$ cat src/rtl/gcd_pkg.sv
// Shared GCD types: operand width and engine state encoding.
// Used by the engine, the operand capture stage and the display driver.
package gcd_pkg;

  localparam int GCD_W = 5;

  typedef enum logic [1:0] {
    IDLE = 2'd0,
    CALC = 2'd1,
    DONE = 2'd2
  } state_t;

endpackage

$ cat src/rtl/gcd_step.sv
// One Euclid subtract-and-compare step; purely combinational, zero latency.
// No backpressure: outputs follow x/y directly.
module gcd_step #(
  parameter int W = 5
) (
  input  logic [W-1:0] x,
  input  logic [W-1:0] y,
  output logic [W-1:0] nx,
  output logic [W-1:0] ny,
  output logic         term,
  output logic [W-1:0] term_val
);

  always_comb begin
    term     = (y == '0) || (x == '0) || (x == y);
    // When y is zero the answer is x; when only x is zero it is y.
    term_val = (y == '0) ? x : ((x == '0) ? y : x);
    nx       = x;
    ny       = y;
    if (x > y) begin
      nx = x - y;
    end else begin
      ny = y - x;
    end
  end

endmodule

$ cat src/rtl/gcd_engine.sv
// Iterative subtract-and-compare GCD; optional GCD_ITER_CNT_EN adds a step counter.
// Latency 2 + S cycles (S = subtraction steps); start ignored unless IDLE, no queuing.
module gcd_engine
  import gcd_pkg::*;
#(
  parameter int WIDTH = GCD_W
) (
  input  logic             clk,
  input  logic             rst_n,
  input  logic             start,
  input  logic [WIDTH-1:0] a,
  input  logic [WIDTH-1:0] b,
  output logic             busy,
  output logic [WIDTH-1:0] res,
  output logic             res_rdy
`ifdef GCD_ITER_CNT_EN
  ,
  output logic [WIDTH:0]   iter_cnt
`endif
);

  state_t           state, state_nxt;
  logic [WIDTH-1:0] x, y, x_nxt, y_nxt, res_nxt;
  logic [WIDTH-1:0] nx, ny, term_val;
  logic             term;

  gcd_step #(.W(WIDTH)) u_step (
    .x        (x),
    .y        (y),
    .nx       (nx),
    .ny       (ny),
    .term     (term),
    .term_val (term_val)
  );

  always_ff @(posedge clk or negedge rst_n) begin
    if (!rst_n) begin
      state <= IDLE;
    end else begin
      state <= state_nxt;
    end
  end

  always_comb begin
    state_nxt = state;
    x_nxt     = x;
    y_nxt     = y;
    res_nxt   = res;
    case (state)
      IDLE: begin
        if (start) begin
          x_nxt     = a;
          y_nxt     = b;
          state_nxt = CALC;
        end
      end
      CALC: begin
        if (term) begin
          res_nxt   = term_val;
          state_nxt = DONE;
        end else begin
          x_nxt = nx;
          y_nxt = ny;
        end
      end
      DONE:    state_nxt = IDLE;
      default: state_nxt = IDLE;
    endcase
  end

  always_ff @(posedge clk or negedge rst_n) begin
    if (!rst_n) begin
      x   <= '0;
      y   <= '0;
      res <= '0;
    end else begin
      x   <= x_nxt;
      y   <= y_nxt;
      res <= res_nxt;
    end
  end

  // Pure state decodes keep busy/res_rdy free of input-to-output paths.
  assign busy    = (state == CALC);
  assign res_rdy = (state == DONE);

`ifdef GCD_ITER_CNT_EN
  always_ff @(posedge clk or negedge rst_n) begin
    if (!rst_n) begin
      iter_cnt <= '0;
    end else if ((state == IDLE) && start) begin
      iter_cnt <= '0;
    end else if ((state == CALC) && !term) begin
      iter_cnt <= iter_cnt + {{WIDTH{1'b0}}, 1'b1};
    end
  end
`endif

endmodule

$ cat config.mk
export PLATFORM = sky130hd
export DESIGN_NAME = gcd_engine
export DESIGN_NICKNAME = d
export VERILOG_FILES = /design/src/rtl/gcd_pkg.sv /design/src/rtl/gcd_step.sv /design/src/rtl/gcd_engine.sv
export SDC_FILE = /design/constraint.sdc
export NUM_CORES = 1
export LEC_CHECK = 0
export ABC_AREA = 1
export BUFFER_PORTS_ARGS = -buffer_cell sky130_fd_sc_hd__clkbuf_2
export CAP_MARGIN = 10
export CORE_ASPECT_RATIO = 1.75
export CORE_UTILIZATION = 55
export DETAILED_ROUTE_END_ITERATION = 12
export PLACE_DENSITY = 0.77
export SYNTH_ARGS = -nofsm -noshare
export SYNTH_HDL_FRONTEND = slang
export SYNTH_SLANG_ARGS = --single-unit
export TNS_END_PERCENT = 100
$ cat constraint.sdc
create_clock -name clk -period 2.9 [get_ports clk]
set_input_delay 0.435 -clock clk [delete_from_list [all_inputs] [get_ports clk]]
set_output_delay 0.435 -clock clk [all_outputs]
set_load 0.05 [all_outputs]
---- Word-level counts from Yosys, hierarchy flattened ----
Cells that the tools add are included.
word-level totals
  register bits after elaboration ......... 17
operators by class
  add/sub/neg operators ................... 2
  magnitude comparators ................... 1
  equal/unequal tests ..................... 8
  muxes and demuxes ....................... 13
  reduce and logical (&&, ||, !) cells .... 10
operators by type and width
  kind                                                                   number
  5-bit 2-to-1 mux                                                       8
  5-bit one-hot mux with 2 select lines                                  2
  5-bit zero test                                                        2
  5-bit subtractor                                                       2
  4-bit AND reduction                                                    2
  2-bit != test, second input constant                                   3
  5-bit equality test                                                    1
  5-bit greater-than comparator                                          1
  2-bit 2-to-1 mux                                                       2
  2-bit by 1-bit != test with 1-bit output, second input constant        2
  2-bit one-hot mux with 2 select lines                                  1
  2-bit AND reduction                                                    2
  2-bit by 1-bit equality test with 1-bit output, second input constant  1
  2-bit equality test, second input constant                             1
  2-bit zero test                                                        1
  1-bit logical OR                                                       2
  2-bit nonzero test                                                     1

---- Depth between registers and ports, before layout ----
Gate-level depths: netlist of run 1.
  depth after elaboration ................. 5
  mapped depth ............................ 12
  depth with buffers taken out ............ 11

---- Cells and area by module ----
Synthesis of run 1 repeated with hierarchy kept, for this count alone.
second synthesis, totals
  cells, all modules ...................... 221
  area, all modules ....................... 1453.9 um^2
modules (own cells, without submodules)
  module      instances  cells an instance  area each (um^2)  seq. area each (um^2)
  gcd_engine  1          109                814.5             425.4
  gcd_step    1          112                639.4             0.0

---- Least setup slack after synthesis of run 1 ----
No wires, ideal clock.
  path type ............................... flip-flop to flip-flop
  from .................................... register y[1]
  to ...................................... register y[3]
  setup time .............................. 0.117 ns
  arrival ................................. 1.485 ns
  required time ........................... 2.783 ns
  setup slack ............................. 1.298 ns
  cell stages (with the launch flop) ...... 11
  buffers on the path ..................... 1
  period minus slack after synthesis ...... 1.602 ns
  cells stage by stage .................... dfrtp_1 -> inv_1 -> ha_1 -> nand2_4 -> nor2_4 -> nand2_4 -> nand4_2 -> nand2_4 -> buf_12 -> nand3_1 -> nand2_1
on the way
  longest elaborated chain between the ends .. 5
  elaborated cells on any way between the ends .. 12
  those cells by class .................... 1 x add/sub; 1 x order compare; 3 x eq/ne; 3 x mux; 4 x reduce/logical
ends and longest elaborated chain
  what                                                      RTL line          text
  start: declaration                                        gcd_engine.sv:23  logic [WIDTH-1:0] x, y, x_nxt, y_nxt, res_nxt;
  start signal: assignment                                  gcd_engine.sv:78  y <= y_nxt;
  branches (longest 5 deep; another with 5-bit subtractor)  n/a
Several ways; the timed one is not identified. The select of a mux whose other input is x is not followed.
A chain may end at the register's enable or synchronous reset.

---- Worst setup path after layout of run 1 ----
  from .................................... register y[1]
  to ...................................... register y[2]
Same word-level chain as after synthesis.

==> results of run 1 <==
==> synth_stat cells <==
cell / count / share of area [%]
sky130_fd_sc_hd__nand2_1: 69 / 19
sky130_fd_sc_hd__nand3_1: 23 / 8.6
sky130_fd_sc_hd__inv_1: 21 / 5.9
sky130_fd_sc_hd__dfrtp_1: 17 / 32
sky130_fd_sc_hd__ha_1: 9 / 8.4
sky130_fd_sc_hd__o21ai_0: 7 / 2.6
sky130_fd_sc_hd__nor2_1: 5 / 1.4
sky130_fd_sc_hd__nand2_2: 4 / 1.9
sky130_fd_sc_hd__nand2_4: 4 / 3.4
sky130_fd_sc_hd__nand3_2: 4 / 3.0
sky130_fd_sc_hd__a21oi_1: 3 / 1.1
sky130_fd_sc_hd__buf_6: 2 / 1.7
sky130_fd_sc_hd__fa_1: 2 / 3.0
sky130_fd_sc_hd__inv_2: 2 / 0.56
sky130_fd_sc_hd__nand4_1: 2 / 0.94
sky130_fd_sc_hd__nor2_4: 2 / 1.7
sky130_fd_sc_hd__xnor2_1: 2 / 1.3
sky130_fd_sc_hd__buf_12: 1 / 1.5
sky130_fd_sc_hd__buf_2: 1 / 0.37
sky130_fd_sc_hd__buf_4: 1 / 0.56
sky130_fd_sc_hd__nand4_2: 1 / 0.94
==> worst max-delay path: stages, from the launching register on <==
cell and delay, ns:
sky130_fd_sc_hd__dfrtp_1 0.45, sky130_fd_sc_hd__inv_1 0.14, sky130_fd_sc_hd__ha_1 0.38, sky130_fd_sc_hd__nand2_4 0.11, sky130_fd_sc_hd__nor2_4 0.04, sky130_fd_sc_hd__nand2_4 0.07, sky130_fd_sc_hd__nand4_2 0.13, sky130_fd_sc_hd__nand2_4 0.19
sky130_fd_sc_hd__nand2_2 0.12, sky130_fd_sc_hd__nand2_1 0.09, sky130_fd_sc_hd__nand2_1 0.05
==> worst paths after layout <==
| check | endpoint | slack [ns] | cells past startpoint | startpoint |
|---|---|---|---|---|
| max | y[2] | 1.05 | 10 | y[1] |
| min | res[1] | 0.1 | 1 | rst_n |
| max reg2reg | y[2] | 1.05 | 10 | y[1] |
| min reg2reg | res[4] | 0.48 | 2 | res[4] |
| max in group asynchronous | state[1] | 2.51 | 1 | rst_n |
| min in group clk | res[4] | 0.48 | 2 | res[4] |
==> per-stage QoR <==
step | util (%) | instances | hold WS, ns
after CTS | 63.2 | 225 | 0.113
final | 63.2 | 225 | 0.0999
after detailed placement | 61.2 | 221 | 0.383
after global placement | 61.2 | 221 | 0.375
after global routing | 63.2 | 225 | 0.138
after floorplan | - | 182 | 0.139
==> cells by family after synthesis <==
| group | count (synthesis) | share of synthesized area, % |
|---|---|---|
| compound gates | 10 | 3.74 |
| xor+xnor | 2 | 1.31 |
| fa+ha+maj | 11 | 11.4 |
| buf+inv | 28 | 10.6 |
| flops | 17 | 31.8 |
| simple gates | 114 | 41.2 |
==> layer usage <==
| metal | global-route usage, % | wire [microns] |
|---|---|---|
| met1 | 29.2 | 1160 |
| met2 | 49.2 | 1550 |
| met3 | 2.96 | 90 |
| met4 | 11.6 | 58 |
| met5 | 0 | 0 |
==> sequential cells by signal, indices dropped and copies added (netlist names) <==
signal	cells
y	5
x	5
state	2
res	5
==> layout make-up <==
class                      count  area (sq um)
timing repair buffer          19          95.1
fill                         225           848
inverter                      23          86.3
clock buffer                   4          45.0
sequential                    17           425
multi-input combinational    137           771
tap                           25          31.3
==> results.json, run 1 <==
{
  "tightestPinTransition_ns": 0.414,
  "hold_path_class": "input port to asynchronous set/reset pin",
  "root_buffer": "sky130_fd_sc_hd__clkbuf_8",
  "start_util_pct": 58.1,
  "gp_congestion": 0.856,
  "number_of_input_and_output_port_buffers_inserted": 19,
  "critPathMaxFanout": 13,
  "final_critical_path_setup_slack_ns": 1.05,
  "synth.yosys.seq_area_share_pct": 31.8,
  "grt_antenna_before_repair": 0,
  "postCtsSetupRepairBufs": 0,
  "cts_tree": "yes",
  "core_region_area_sq_um": 2300,
  "synthesis.area_sq_um": 1340,
  "ctsResizeCount": 0,
  "global_route.overflow_total": 0,
  "final_layout_size_suffix_gt1_share_pct": 19.5,
  "max_cap_violations": 0,
  "fmax_mhz": 541,
  "die_area_sq_um": 2640,
  "maxSlewHeadroom_pct": 72.4,
  "detailed_place.area_sq_um": 1410,
  "finalSetupViolCount": 0,
  "cts_num_sinks": 17,
  "crit_required_ns": 3.05,
  "rsz0062_at_grt": "false",
  "endpoint_kind_of_the_worst_setup_timing_path": "flip-flop",
  "dp_hpwl_microns": 2310,
  "yosysWarnings": 0,
  "layout.cells.most_common": "sky130_fd_sc_hd__nand2_1",
  "antenna-diode-count": 0,
  "post-route-period-util_pct": 63.7,
  "synth.lib_cells_used.distinct": 21,
  "worst-setup-path-type": "flip-flop to flip-flop",
  "grt_max_degree": 18,
  "synth.net_count": 206,
  "clock_skew_ns": 0.00401,
  "syn2layout_area_growth_pct": 8.70,
  "clock_tree.buffer_depth": 2,
  "grt_pass1_vias": 1189,
  "numCtsBuffers": 3,
  "detail_route.iter0.violations": 29,
  "holdBufCountCts": 0,
  "final-hold-violation-count": 0,
  "cp.arrival_ns": 2.00,
  "drt-pass1-iter-count": 4,
  "clock_insertion_delay_worst_skew_ns": 0.25,
  "pre_cts_slack_ns": 1.05,
  "die_w_microns": 39.3,
  "num_rows": 23,
  "outcome": "complete, no violations",
  "detail_route.vias_per_cell": 5.29,
  "post-route-drc-count": 0,
  "grt_first_pass_wirelength_microns": 4910,
  "drtAntennaViolNets": 0,
  "timing.setup.tns_ns": 0,
  "drt-total-wl_microns": 2860,
  "stdcell_area_sq_um": 1450,
  "grt_use_total_pct": 26.8,
  "clk_pin_slew_ns": 0.06,
  "die_y_microns": 67.2,
  "syn_area_per_cell_sq_um": 7.35,
  "synthesized_flop_and_latch_total": 17,
  "period_minus_slack_ns": 1.85,
  "top_level_ports": 20,
  "postSynthCellCount": 182,
  "maxSlewViolCount": 0,
  "h_tree_depth": 1,
  "mostFrequentLayoutCells": "69 x sky130_fd_sc_hd__nand2_1, 23 x sky130_fd_sc_hd__nand3_1, 21 x sky130_fd_sc_hd__inv_1",
  "final_net_count": 225,
  "route.detailed.wl_per_inst_microns": 12.7,
  "route.vias.total": 1191,
  "worst_setup_path_start_kind": "flip-flop"
}
Power of run 1 is left out: the tool's default activity adds up to more than one toggle a clock period on the data nets, which glitch-free logic cannot reach.
==> inputs of run 2 (changes only) <==
- clock period: 2.9 -> 1.75 ns (I/O delays scaled with it)
==> run 2 against run 1 <==
  * Cell count up 8.0%
  * Routed wire length up 20%
  * Maximum frequency up 9.2%
  * Largest cell class unchanged
  * Highest routed layer unchanged
==> results.json, run 2 (same netlist as run 1, synthesis figures left out) <==
{
  "drt-pass1-iter-count": 4,
  "route.vias.total": 1321,
  "critPathMaxFanout": 7,
  "h_tree_depth": 1,
  "grt_use_total_pct": 27.8,
  "clock_insertion_delay_worst_skew_ns": 0.26,
  "whs_path_depth": 5,
  "endpoint_kind_of_the_worst_setup_timing_path": "flip-flop",
  "crit_chain": "inv_1, ha_1, nand2_2, inv_2, nand2_4, nand4_2, nand2_4, nand2_2, nand2_1, nand2_1",
  "timing.setup.tns_ns": 0,
  "finalSetupViolCount": 0,
  "grt_max_degree": 18,
  "layout.cells.most_common": "sky130_fd_sc_hd__nand2_1",
  "critical_path_buf_inv_count": 2,
  "final_net_count": 243,
  "cp_depth": 10,
  "fillerInstances": 188,
  "post-route-drc-count": 0,
  "die_w_microns": 39.3,
  "root_buffer": "sky130_fd_sc_hd__clkbuf_8",
  "final-seq-area_sq_um": 425,
  "final-hold-violation-count": 0,
  "die_y_microns": 67.2,
  "number_of_input_and_output_port_buffers_inserted": 19,
  "worst_setup_path_start_kind": "flip-flop",
  "period_minus_slack_ns": 1.69,
  "syn2layout_area_growth_pct": 23.4,
  "detail_route.iter0.violations": 88,
  "final_layout_size_suffix_gt1_share_pct": 31.7,
  "global_route.overflow_total": 0,
  "fmax_mhz": 591,
  "top_level_ports": 20,
  "grt_pass1_vias": 1251,
  "grt_first_pass_wirelength_microns": 5150,
  "crit_required_ns": 1.89,
  "max_cap_violations": 0,
  "top_delay_family_on_crit_path": "simple AND/OR/NAND/NOR gates",
  "cts_num_sinks": 17,
  "maxSlewHeadroom_pct": 72.1,
  "tightestPinTransition_ns": 0.419,
  "antenna-diode-count": 0,
  "gp_congestion": 0.960,
  "numCtsBuffers": 3,
  "mostFrequentLayoutCells": "69 x sky130_fd_sc_hd__nand2_1, 21 x sky130_fd_sc_hd__nand3_1, 19 x sky130_fd_sc_hd__clkbuf_2",
  "critical-path-max-stage-delay_ns": 0.38,
  "clock_tree.buffer_depth": 2,
  "clk_pin_slew_ns": 0.08,
  "post-route-period-util_pct": 96.7,
  "drt-total-wl_microns": 3440,
  "timing.critical_path.slowest_stage_cell": "sky130_fd_sc_hd__dfrtp_1",
  "drtAntennaViolNets": 0,
  "detail_route.vias_per_cell": 5.44,
  "clock_skew_ns": 0.00897,
  "start_util_pct": 58.1,
  "cts_tree": "yes",
  "worst_r2r_path_depth": 10,
  "core_region_area_sq_um": 2300,
  "route.detailed.wl_per_inst_microns": 14.1,
  "num_rows": 23,
  "outcome": "complete, no violations",
  "maxSlewViolCount": 0,
  "dp_hpwl_microns": 2560,
  "die_area_sq_um": 2640,
  "cp.arrival_ns": 1.83,
  "grt_antenna_before_repair": 0,
  "worst-setup-path-type": "flip-flop to flip-flop",
  "multiInputGateArea_sq_um": 832,
  "hold_path_class": "input port to flip-flop",
  "top_regs": "res x5, x x5, y x5"
}
## run 2: cell types whose count changed in the layout (fill, tap and decap cells not counted), moves of 2 or more
| cell | delta |
|---|---|
| sky130_fd_sc_hd__fa_1 | -2 |
| sky130_fd_sc_hd__ha_4 | +3 |
| sky130_fd_sc_hd__inv_1 | -4 |
| sky130_fd_sc_hd__inv_2 | +4 |
| sky130_fd_sc_hd__ha_1 | -4 |
| sky130_fd_sc_hd__nand3_2 | +2 |
| sky130_fd_sc_hd__buf_4 | +15 |
| sky130_fd_sc_hd__fa_2 | +2 |
| sky130_fd_sc_hd__nand3_1 | -2 |
## run 2: path summary, 6_finish.rpt
check,slack (ns),endpoint,startpoint
max,0.06,y[0],y[4]
min,0.34,x[4],a[4]
max reg2reg,0.06,y[0],y[4]
min reg2reg,0.48,res[2],res[2]
max in group asynchronous,0.99,y[0],rst_n
min in group asynchronous,0.46,res[1],rst_n
## run 2: per-layer routing
| layer | GRT usage [%] | wire length (microns) |
|---|---|---|
| met1 | 29.6 | 1280 |
| met2 | 51.9 | 1890 |
| met3 | 2.96 | 104 |
| met4 | 11.6 | 161 |
| met5 | 0 | 0 |
## run 2: what timing repair did
item,4_1_cts,5_1_grt
gates cloned,0,1
hold buffers,1,0
hold endpoints to repair,17,0
gates resized for setup,2,14
pin swaps,0,6
buffers inserted,0,3
endpoints found under the setup margin,2,9
## run 2: area by class of cell
| type | instances | share of cell area (%) |
|---|---|---|
| Clock buffer | 3 | 2.50 |
| Clock inverter | 1 | 0.303 |
| Inverter | 23 | 5.23 |
| Multi-Input combinational cell | 138 | 50.4 |
| Sequential cell | 17 | 25.8 |
| Tap cell | 25 | 1.90 |
| Timing Repair Buffer | 36 | 13.9 |
## run 2: worst reg2reg max path, stage by stage, from the launching register on
cell and delay [ns]:
sky130_fd_sc_hd__dfrtp_1 0.38, sky130_fd_sc_hd__inv_1 0.08, sky130_fd_sc_hd__ha_1 0.35, sky130_fd_sc_hd__nand2_2 0.10, sky130_fd_sc_hd__inv_2 0.05, sky130_fd_sc_hd__nand2_4 0.08
sky130_fd_sc_hd__nand4_2 0.16, sky130_fd_sc_hd__nand2_4 0.16, sky130_fd_sc_hd__nand2_2 0.10, sky130_fd_sc_hd__nand2_1 0.08, sky130_fd_sc_hd__nand2_1 0.05
## run 2: per-stage QoR
stage	hold slack (ns)	utilization, %	worst slack (ns)	cell area, sq um	cells
floorplan	-0.0331	-	0.148	1340	182
global placement	0.213	65.4	-0.00371	1510	234
detailed placement	0.221	65.4	-0.0623	1510	234
CTS	0.349	68.0	0.0183	1570	239
global route	0.367	71.7	-0.0250	1650	243
finish	0.343	71.7	0.0577	1650	243
Power of run 2 is left out for the same reason.
